==> src/rtl/rtc_bus_pkg.sv <==
// rtc_bus_pkg: shared state/mode encodings and default phase timing for the RTC bus sequencer
package rtc_bus_pkg;
    typedef enum logic [3:0] {
        IDLE, W_WAIT, A_REQ, A_SU, A_PW, A_H, D_REQ, D_SU, D_PW, D_H, ADV
    } state_t;
    typedef enum logic {M_WRITE, M_READ} mode_t;
    localparam int T_SU_DEF = 2;
    localparam int T_PW_DEF = 4;
    localparam int T_H_DEF  = 2;
    localparam int T_TO_DEF = 255;
endpackage

==> src/rtl/rtc_phase_timer.sv <==
// rtc_phase_timer: loadable 8-bit down-counter; done while the count sits at zero
module rtc_phase_timer (
    input  logic       clk,
    input  logic       reset,
    input  logic       load,
    input  logic [7:0] load_val,
    output logic       done
);
    logic [7:0] cnt;
    always_ff @(posedge clk)
        if (!reset) cnt <= '0;
        else if (load) cnt <= load_val;
        else if (cnt != 8'd0) cnt <= cnt - 8'd1;
    assign done = cnt == 8'd0;
endmodule

==> src/rtl/rtc_bus_sequencer.sv <==
// rtc_bus_sequencer: drives multiplexed RTC bus cycles for the write machine and single-byte reads
module rtc_bus_sequencer
    import rtc_bus_pkg::*;
#(
    parameter int T_SU = T_SU_DEF,
    parameter int T_PW = T_PW_DEF,
    parameter int T_H  = T_H_DEF,
    parameter int T_TO = T_TO_DEF
) (
    input  logic       clk,
    input  logic       reset,
    input  logic       wr_req,
    input  logic       wr_done,
    input  logic [7:0] wr_byte,
    input  logic       rd_req,
    input  logic [7:0] rd_addr,
    input  logic [7:0] ad_in,
    output logic       dir_ph,
    output logic       dat_ph,
    output logic       cambio_estado,
    output logic       rtc_cs_n,
    output logic       rtc_rd_n,
    output logic       rtc_wr_n,
    output logic       rtc_ad,
    output logic [7:0] ad_out,
    output logic       ad_oe,
    output logic [7:0] rd_data,
    output logic       rd_valid,
    output logic       busy,
    output logic       to_err
);
    state_t     state, state_nx;
    mode_t      mode;
    logic       rd_pend, t_load, t_done, is_w, a_ph, d_ph;
    logic [7:0] t_val;

    rtc_phase_timer u_timer (
        .clk      (clk),
        .reset    (reset),
        .load     (t_load),
        .load_val (t_val),
        .done     (t_done)
    );

    always_comb begin
        state_nx = state;
        case (state)
            IDLE:    state_nx = wr_req ? A_REQ : rd_pend ? A_SU : IDLE;
            W_WAIT:  state_nx = wr_req ? A_REQ : (wr_done || t_done) ? IDLE : W_WAIT;
            A_REQ:   state_nx = A_SU;
            A_SU:    state_nx = t_done ? A_PW : A_SU;
            A_PW:    state_nx = t_done ? A_H : A_PW;
            A_H:     state_nx = t_done ? (is_w ? D_REQ : D_SU) : A_H;
            D_REQ:   state_nx = D_SU;
            D_SU:    state_nx = t_done ? D_PW : D_SU;
            D_PW:    state_nx = t_done ? D_H : D_PW;
            D_H:     state_nx = t_done ? ADV : D_H;
            ADV:     state_nx = (!is_w || wr_done) ? IDLE : W_WAIT;
            default: state_nx = IDLE;
        endcase
    end

    // every state change reloads the timer with the length of the state being entered
    always_comb begin
        t_load = state_nx != state;
        t_val  = (state_nx == A_SU || state_nx == D_SU) ? 8'(T_SU - 1) :
                 (state_nx == A_PW || state_nx == D_PW) ? 8'(T_PW - 1) :
                 (state_nx == A_H  || state_nx == D_H)  ? 8'(T_H - 1)  :
                 (state_nx == W_WAIT)                   ? 8'(T_TO - 1) : 8'd0;
    end

    always_ff @(posedge clk)
        if (!reset) begin
            state   <= IDLE;
            mode    <= M_WRITE;
            rd_pend <= 1'b0;
            rd_data <= '0;
        end else begin
            state <= state_nx;
            if (state == IDLE && state_nx != IDLE) mode <= wr_req ? M_WRITE : M_READ;
            if (state == IDLE && !wr_req && rd_pend) rd_pend <= 1'b0;
            else if (rd_req) rd_pend <= 1'b1;
            if (state == D_PW && t_done && !is_w) rd_data <= ad_in;
        end

    always_comb begin
        is_w          = mode == M_WRITE;
        a_ph          = state inside {A_SU, A_PW, A_H};
        d_ph          = state inside {D_SU, D_PW, D_H};
        rtc_cs_n      = !(a_ph || d_ph || state == D_REQ);
        rtc_ad        = d_ph || state == D_REQ;
        rtc_wr_n      = !(state == A_PW || (state == D_PW && is_w));
        rtc_rd_n      = !(state == D_PW && !is_w);
        ad_oe         = a_ph || (d_ph && is_w);
        ad_out        = !ad_oe ? 8'd0 : is_w ? wr_byte : rd_addr;
        dir_ph        = state == A_REQ;
        dat_ph        = state == D_REQ;
        cambio_estado = state == ADV && is_w;
        rd_valid      = state == ADV && !is_w;
        busy          = state != IDLE;
        to_err        = state == W_WAIT && !wr_req && !wr_done && t_done;
    end
endmodule

==> config.mk <==
export PLATFORM = sky130hd
export DESIGN_NAME = rtc_bus_sequencer
export DESIGN_NICKNAME = d
export VERILOG_FILES = /design/src/rtl/rtc_bus_pkg.sv /design/src/rtl/rtc_phase_timer.sv /design/src/rtl/rtc_bus_sequencer.sv
export SDC_FILE = /design/constraint.sdc
export NUM_CORES = 1
export LEC_CHECK = 0
export ABC_AREA = 1
export CAP_MARGIN = 40
export CORE_MARGIN = 8
export CORE_UTILIZATION = 46
export CTS_BUF_LIST = sky130_fd_sc_hd__clkbuf_8
export CTS_CLUSTER_SIZE = 30
export DETAILED_ROUTE_END_ITERATION = 10
export GPL_ROUTABILITY_DRIVEN = 0
export PLACE_DENSITY = 0.9
export SYNTH_ARGS = -nofsm -noshare
export SYNTH_HDL_FRONTEND = slang
export SYNTH_SLANG_ARGS = --single-unit
==> constraint.sdc <==
create_clock -name clk -period 2 [get_ports clk]
set_input_delay 0.2 -clock clk [delete_from_list [all_inputs] [get_ports clk]]
set_output_delay 0.2 -clock clk [all_outputs]
set_load 0.02 [all_outputs]
* After elaboration in Yosys (flattened, before gate mapping)
Index checks and enable logic that the tools add are counted.
Word-level totals: register bits 22, output and inout port bits 27
Cells by class: add/sub/neg operators 1, equality and inequality tests 18, mux-type cells 22, bitwise operators 2, reductions and logical operators 37
Operators with widths (number):
- $mux 8 | 8
- $pmux 4 s11 | 1
- $eq 4x3->1 const B | 7
- $eq 4x4->1 const B | 5
- $logic_and 1x1->1 | 13
- $eq 4x2->1 const B | 3
- $logic_or 1x1->1 | 10
- $mux 2 | 5
- $eq 4x1->1 const B | 2
- $logic_not 8->1 | 1
- $reduce_bool 4->1 | 2
- $reduce_bool 8->1 | 1
- $sub 8x1->8 const B | 1
- $mux 1 | 6
- $reduce_bool 3->1 | 2
- $logic_not 1->1 | 5
- $logic_not 4->1 | 1
- $mux 4 | 1
- $ne 4x4->1 | 1
- $mux 3 | 1
- $not 1->1 | 2
- $reduce_bool 2->1 | 1
- $reduce_or 2->1 | 1

* Longest topological paths before layout
Gate-level depths: netlist of run 1.
depth in word-level cells 11, mapped depth 14

* Modules after synthesis
Synthesis of run 1 repeated with hierarchy kept, for this count alone.
Unflattened totals: cell total of the unflattened synthesis 248, area, all modules 1590.3 µm²
Modules (own cells, without submodules):
- rtc_bus_sequencer | instances 1, cells an instance 178, area an instance 1112.3 µm², seq. area each 280.3 µm²
- rtc_phase_timer | instances 1, cells an instance 70, area an instance 478.0 µm², seq. area each 160.2 µm²

* Worst setup path before layout of run 1
No wires, ideal clock.
path kind flip-flop to output port, start register state[0], end output ad_out[0], arrival 1.978 ns, slack -0.178 ns, cell stages (with the launch flop) 7, buffers on the path 0, cells stage by stage dfxtp_1 -> nand2_1 -> nor2_1 -> nor2_1 -> o21ai_0 -> inv_1 -> a21oi_1
On the way: word-level cells in the longest chain between the ends 5
Ends and longest elaborated chain:
- start: declaration | RTL line rtc_bus_sequencer.sv:32 | state_t state, state_nx;
- start signal: assignment | RTL line rtc_bus_sequencer.sv:79 | state <= state_nx;
- $eq 4x3->1 / $eq 4x4->1 (equally long branches) | RTL line rtc_bus_sequencer.sv:89 | d_ph = state inside {D_SU, D_PW, D_H};
- $reduce_bool 3->1 | RTL line rtc_bus_sequencer.sv:89
- $logic_and 1x1->1 | RTL line rtc_bus_sequencer.sv:94 | ad_oe = a_ph || (d_ph && is_w);
- $logic_or 1x1->1 (*) | RTL line rtc_bus_sequencer.sv:94
- named net ad_oe | RTL line rtc_bus_sequencer.sv:26 | output logic ad_oe,
- $mux 8 (*) | RTL line rtc_bus_sequencer.sv:95 | ad_out = !ad_oe ? 8'd0 : is_w ? wr_byte : rd_addr;
- end: declaration | RTL line rtc_bus_sequencer.sv:25 | output logic [7:0] ad_out,
The timed path passes the listed nets; every way through them passes the cells marked *.

* Worst setup path after layout of run 1
start register state[0], end output dat_ph
On the way: word-level cells in the longest chain between the ends 1
Ends and longest elaborated chain:
- $eq 4x3->1 | RTL line rtc_bus_sequencer.sv:97 | dat_ph = state == D_REQ;
- end: declaration | RTL line rtc_bus_sequencer.sv:19 | output logic dat_ph,
No other way between the ends.

==> results of run 1 <==
==> cell usage in the layout, fill, tap and decap left out, types with 2 or more instances in the layout <==
| cell | count |
|---|---|
| a21oi_1 | 15 |
| a21oi_2 | 3 |
| buf_4 | 29 |
| clkbuf_8 | 3 |
| clkdlybuf4s50_1 | 39 |
| dfxtp_1 | 21 |
| dlygate4sd2_1 | 3 |
| dlymetal6s2s_1 | 4 |
| inv_1 | 24 |
| inv_2 | 6 |
| nand2_1 | 49 |
| nand2_2 | 8 |
| nand3_1 | 18 |
| nand3_2 | 2 |
| nand3b_1 | 2 |
| nor2_1 | 50 |
| nor2_2 | 5 |
| o21ai_0 | 16 |
| xnor2_1 | 3 |
| xor2_1 | 4 |
==> worst paths after layout <==
check | startpoint | end | slack (ns)
setup / recovery | state[0]$_SDFF_PN0_ | dat_ph | 0.09
hold / removal | ad_in[3] | rd_data[3]$_SDFFE_PN0P_ | 0.51
setup reg to reg | u_timer.cnt[1]$_SDFFE_PN0P_ | u_timer.cnt[6]$_SDFFE_PN0P_ | 0.13
hold reg to reg | rd_data[5]$_SDFFE_PN0P_ | rd_data[5]$_SDFFE_PN0P_ | 0.52
==> layout make-up <==
cell class / count / area, um2 / area share (%)
multi-input cells: 186 / 935 / 40.4
clock buffers: 3 / 41.3 / 1.78
well taps: 44 / 55.1 / 2.38
flip-flops and latches: 22 / 442 / 19.1
inverters: 32 / 121 / 5.25
repair buffers: 76 / 689 / 29.8
clock inverters: 1 / 30.0 / 1.30
==> layer usage <==
layer | wire (um) | share of wire (%)
met2 | 2280 | 50
met3 | 427 | 9.4
met1 | 1810 | 40
met4 | 30 | 0.66
met5 | 0 | 0
==> worst register-to-register path, stage by stage (launching register included) <==
cell and delay, ns:
dfxtp_2 0.34, inv_1 0.06, ha_1 0.18, nand2_1 0.10, nor2_2 0.15, buf_4 0.22, nand2_1 0.09, nand3_2 0.12
nand2_1 0.08, inv_2 0.13, nor2_8 0.07, nand3_4 0.10, nand2_2 0.07, a21oi_1 0.11
==> through the flow <==
step	setup WS (ns)	utilization [%]	hold WS, ns	total power, mW	std cells
global placement	-0.0125	72.2	0.488	2.20	358
finish	0.0922	75.2	0.512	2.74	364
floorplan	0.0526	-	0.335	1.83	243
CTS	0.00325	74.3	0.512	2.67	362
global route	0.00325	75.2	0.528	2.94	364
detailed placement	-0.108	72.2	0.498	2.26	358
==> state kept, by name, summed over array words and instances (netlist names) <==
| register | count |
|---|---|
| rd_pend | 1 |
| state | 4 |
| u_timer.cnt | 8 |
| mode | 1 |
| rd_data | 8 |
==> report_power, final <==
part	switching, mW	total, mW	internal, mW
registers	0.0677	0.595	0.527
clock network	0.152	0.419	0.268
logic	1.04	1.73	0.686
total	1.26	2.74	1.48
==> kinds of logic (layout without fill, tap and decap cells) <==
kind of cell,Yosys count,after routing,share of synthesized area [%]
simple gates,139,140,42.2
flops,22,22,29.5
xor+xnor,7,7,4.10
compound gates,38,38,13.4
buf+inv,36,112,10.0
fa+ha+maj,1,1,0.837
==> repair_timing <==
action | 4_1_cts | 5_1_grt
setup endpoints to repair | 14 | 18
gates cloned | 0 | 1
gates resized for setup | 32 | 27
setup buffers | 0 | 1
pin swaps | 0 | 3
==> metrics.cfg, run 1 <==
[run_status]
status=finished clean

[yosys]
yosysTopAreaCell=dfxtp_1
syn-num-nets=273
synth_top_area_share_pct=29.5
synth_cells=243
ys.flop_type=dfxtp_1
ys_async_sr_fraction_pct=0
syn-cell-area_mm2=0.00150
synth.most_common_cell=nor2_1
syn_area_per_cell_um2=6.15
ys_types=28
ys_ff_latch=22
yosysWarnings=0
synth.area.top_cells=dfxtp_1 29%, nor2_1 13%, nand2_1 13%
yosys-top-cells-count=52 x nor2_1, 50 x nand2_1, 25 x inv_1
synth-edff-count=0
yosysSeqAreaShare_pct=29.5

[routing]
firstDrtPassIters=4
num_vias=1823
drc=0
drtAntennaViolNets=0
drtIter0Drc=148
routed_wl_um=4550
wl_per_cell_um=12.5
viasPerCell=5.01

[setup_path]
critPathMaxStageDelay_ns=0.61
cp.arrival_ns=1.71
path_buf_inv=3
cp_cell_sequence=buf_4 -> inv_1 -> nand2_1 -> nor2_1 -> clkdlybuf4s50_1
crit_family=buffers and inverters
endpoint_kind=output port
cp_num_cells=5
crit_path_top_delay_cell=clkdlybuf4s50_1
cp.required_ns=1.80
path_max_fanout=6
worstRegToRegCells=13
cp-start-kind=register
path_class=reg -> out

[timing]
relSlewSlack_pct=78.4
slew_viol_final=0
rsz0062_at_grt=no
skew_ns=0.00195
timing.final.crit_share_pct=95.4
setup_tns_ns=0
worstMarginPinSlew_ns=0.323
fin_crit_ns=1.91
clock.fmax_mhz=524
hold_viol=0
finalSetupViolCount=0

[global_routing]
grt_use_met3_pct=6.18
met1_usage_pct=18.5
gr-usage-all-layers_pct=17.0
grt_pass1_vias=1707
grt_max_degree=14
antenna_found_initial=0
grt_pass1_wl_um=7380
busiest_layer=met2
overflow=0
use_met2_pct=30.3

[die]
start_util_pct=48.6
io_pins=56
die_width_um=73.0
rows=20
core_area_mm2=0.00308
dieArea_mm2=0.00533
die_y_um=73.0

[finish]
final_nets=351
diodes=0
drive_above_1_share_pct=20.6
finalInstanceArea_mm2=0.00231
fillCellCount=237
area_growth_pct=54.7

[power]
power_density_mw_per_mm2=1190
leakage_nw=1.15
ir_drop_mv=0.621

[cts]
numCtsBuffers=3
cts_tree=built
clockBufferDepth=2
cts_root_buffer=clkbuf_8
path_clk_slew_ns=0.08
cts_max_level=1
cts_num_sinks=22
cts_hold_buf=0
clkLatencyLatePin_ns=0.27

[placement]
io_buffers=55
place_area_mm2=0.00222
dp_hpwl_um=3600

[min_path]
hold_path.class=in -> reg
hold_depth=3

[run]
cap_viol_max_count=0

Power figures use the tool's default switching activity.
==> run 2, diff against run 1 <==
- ABC_CLOCK_PERIOD_IN_PS: default -> 2000
==> results of run 2 <==
Same layout as run 1: the final DEF is identical, and so are final timing and power.
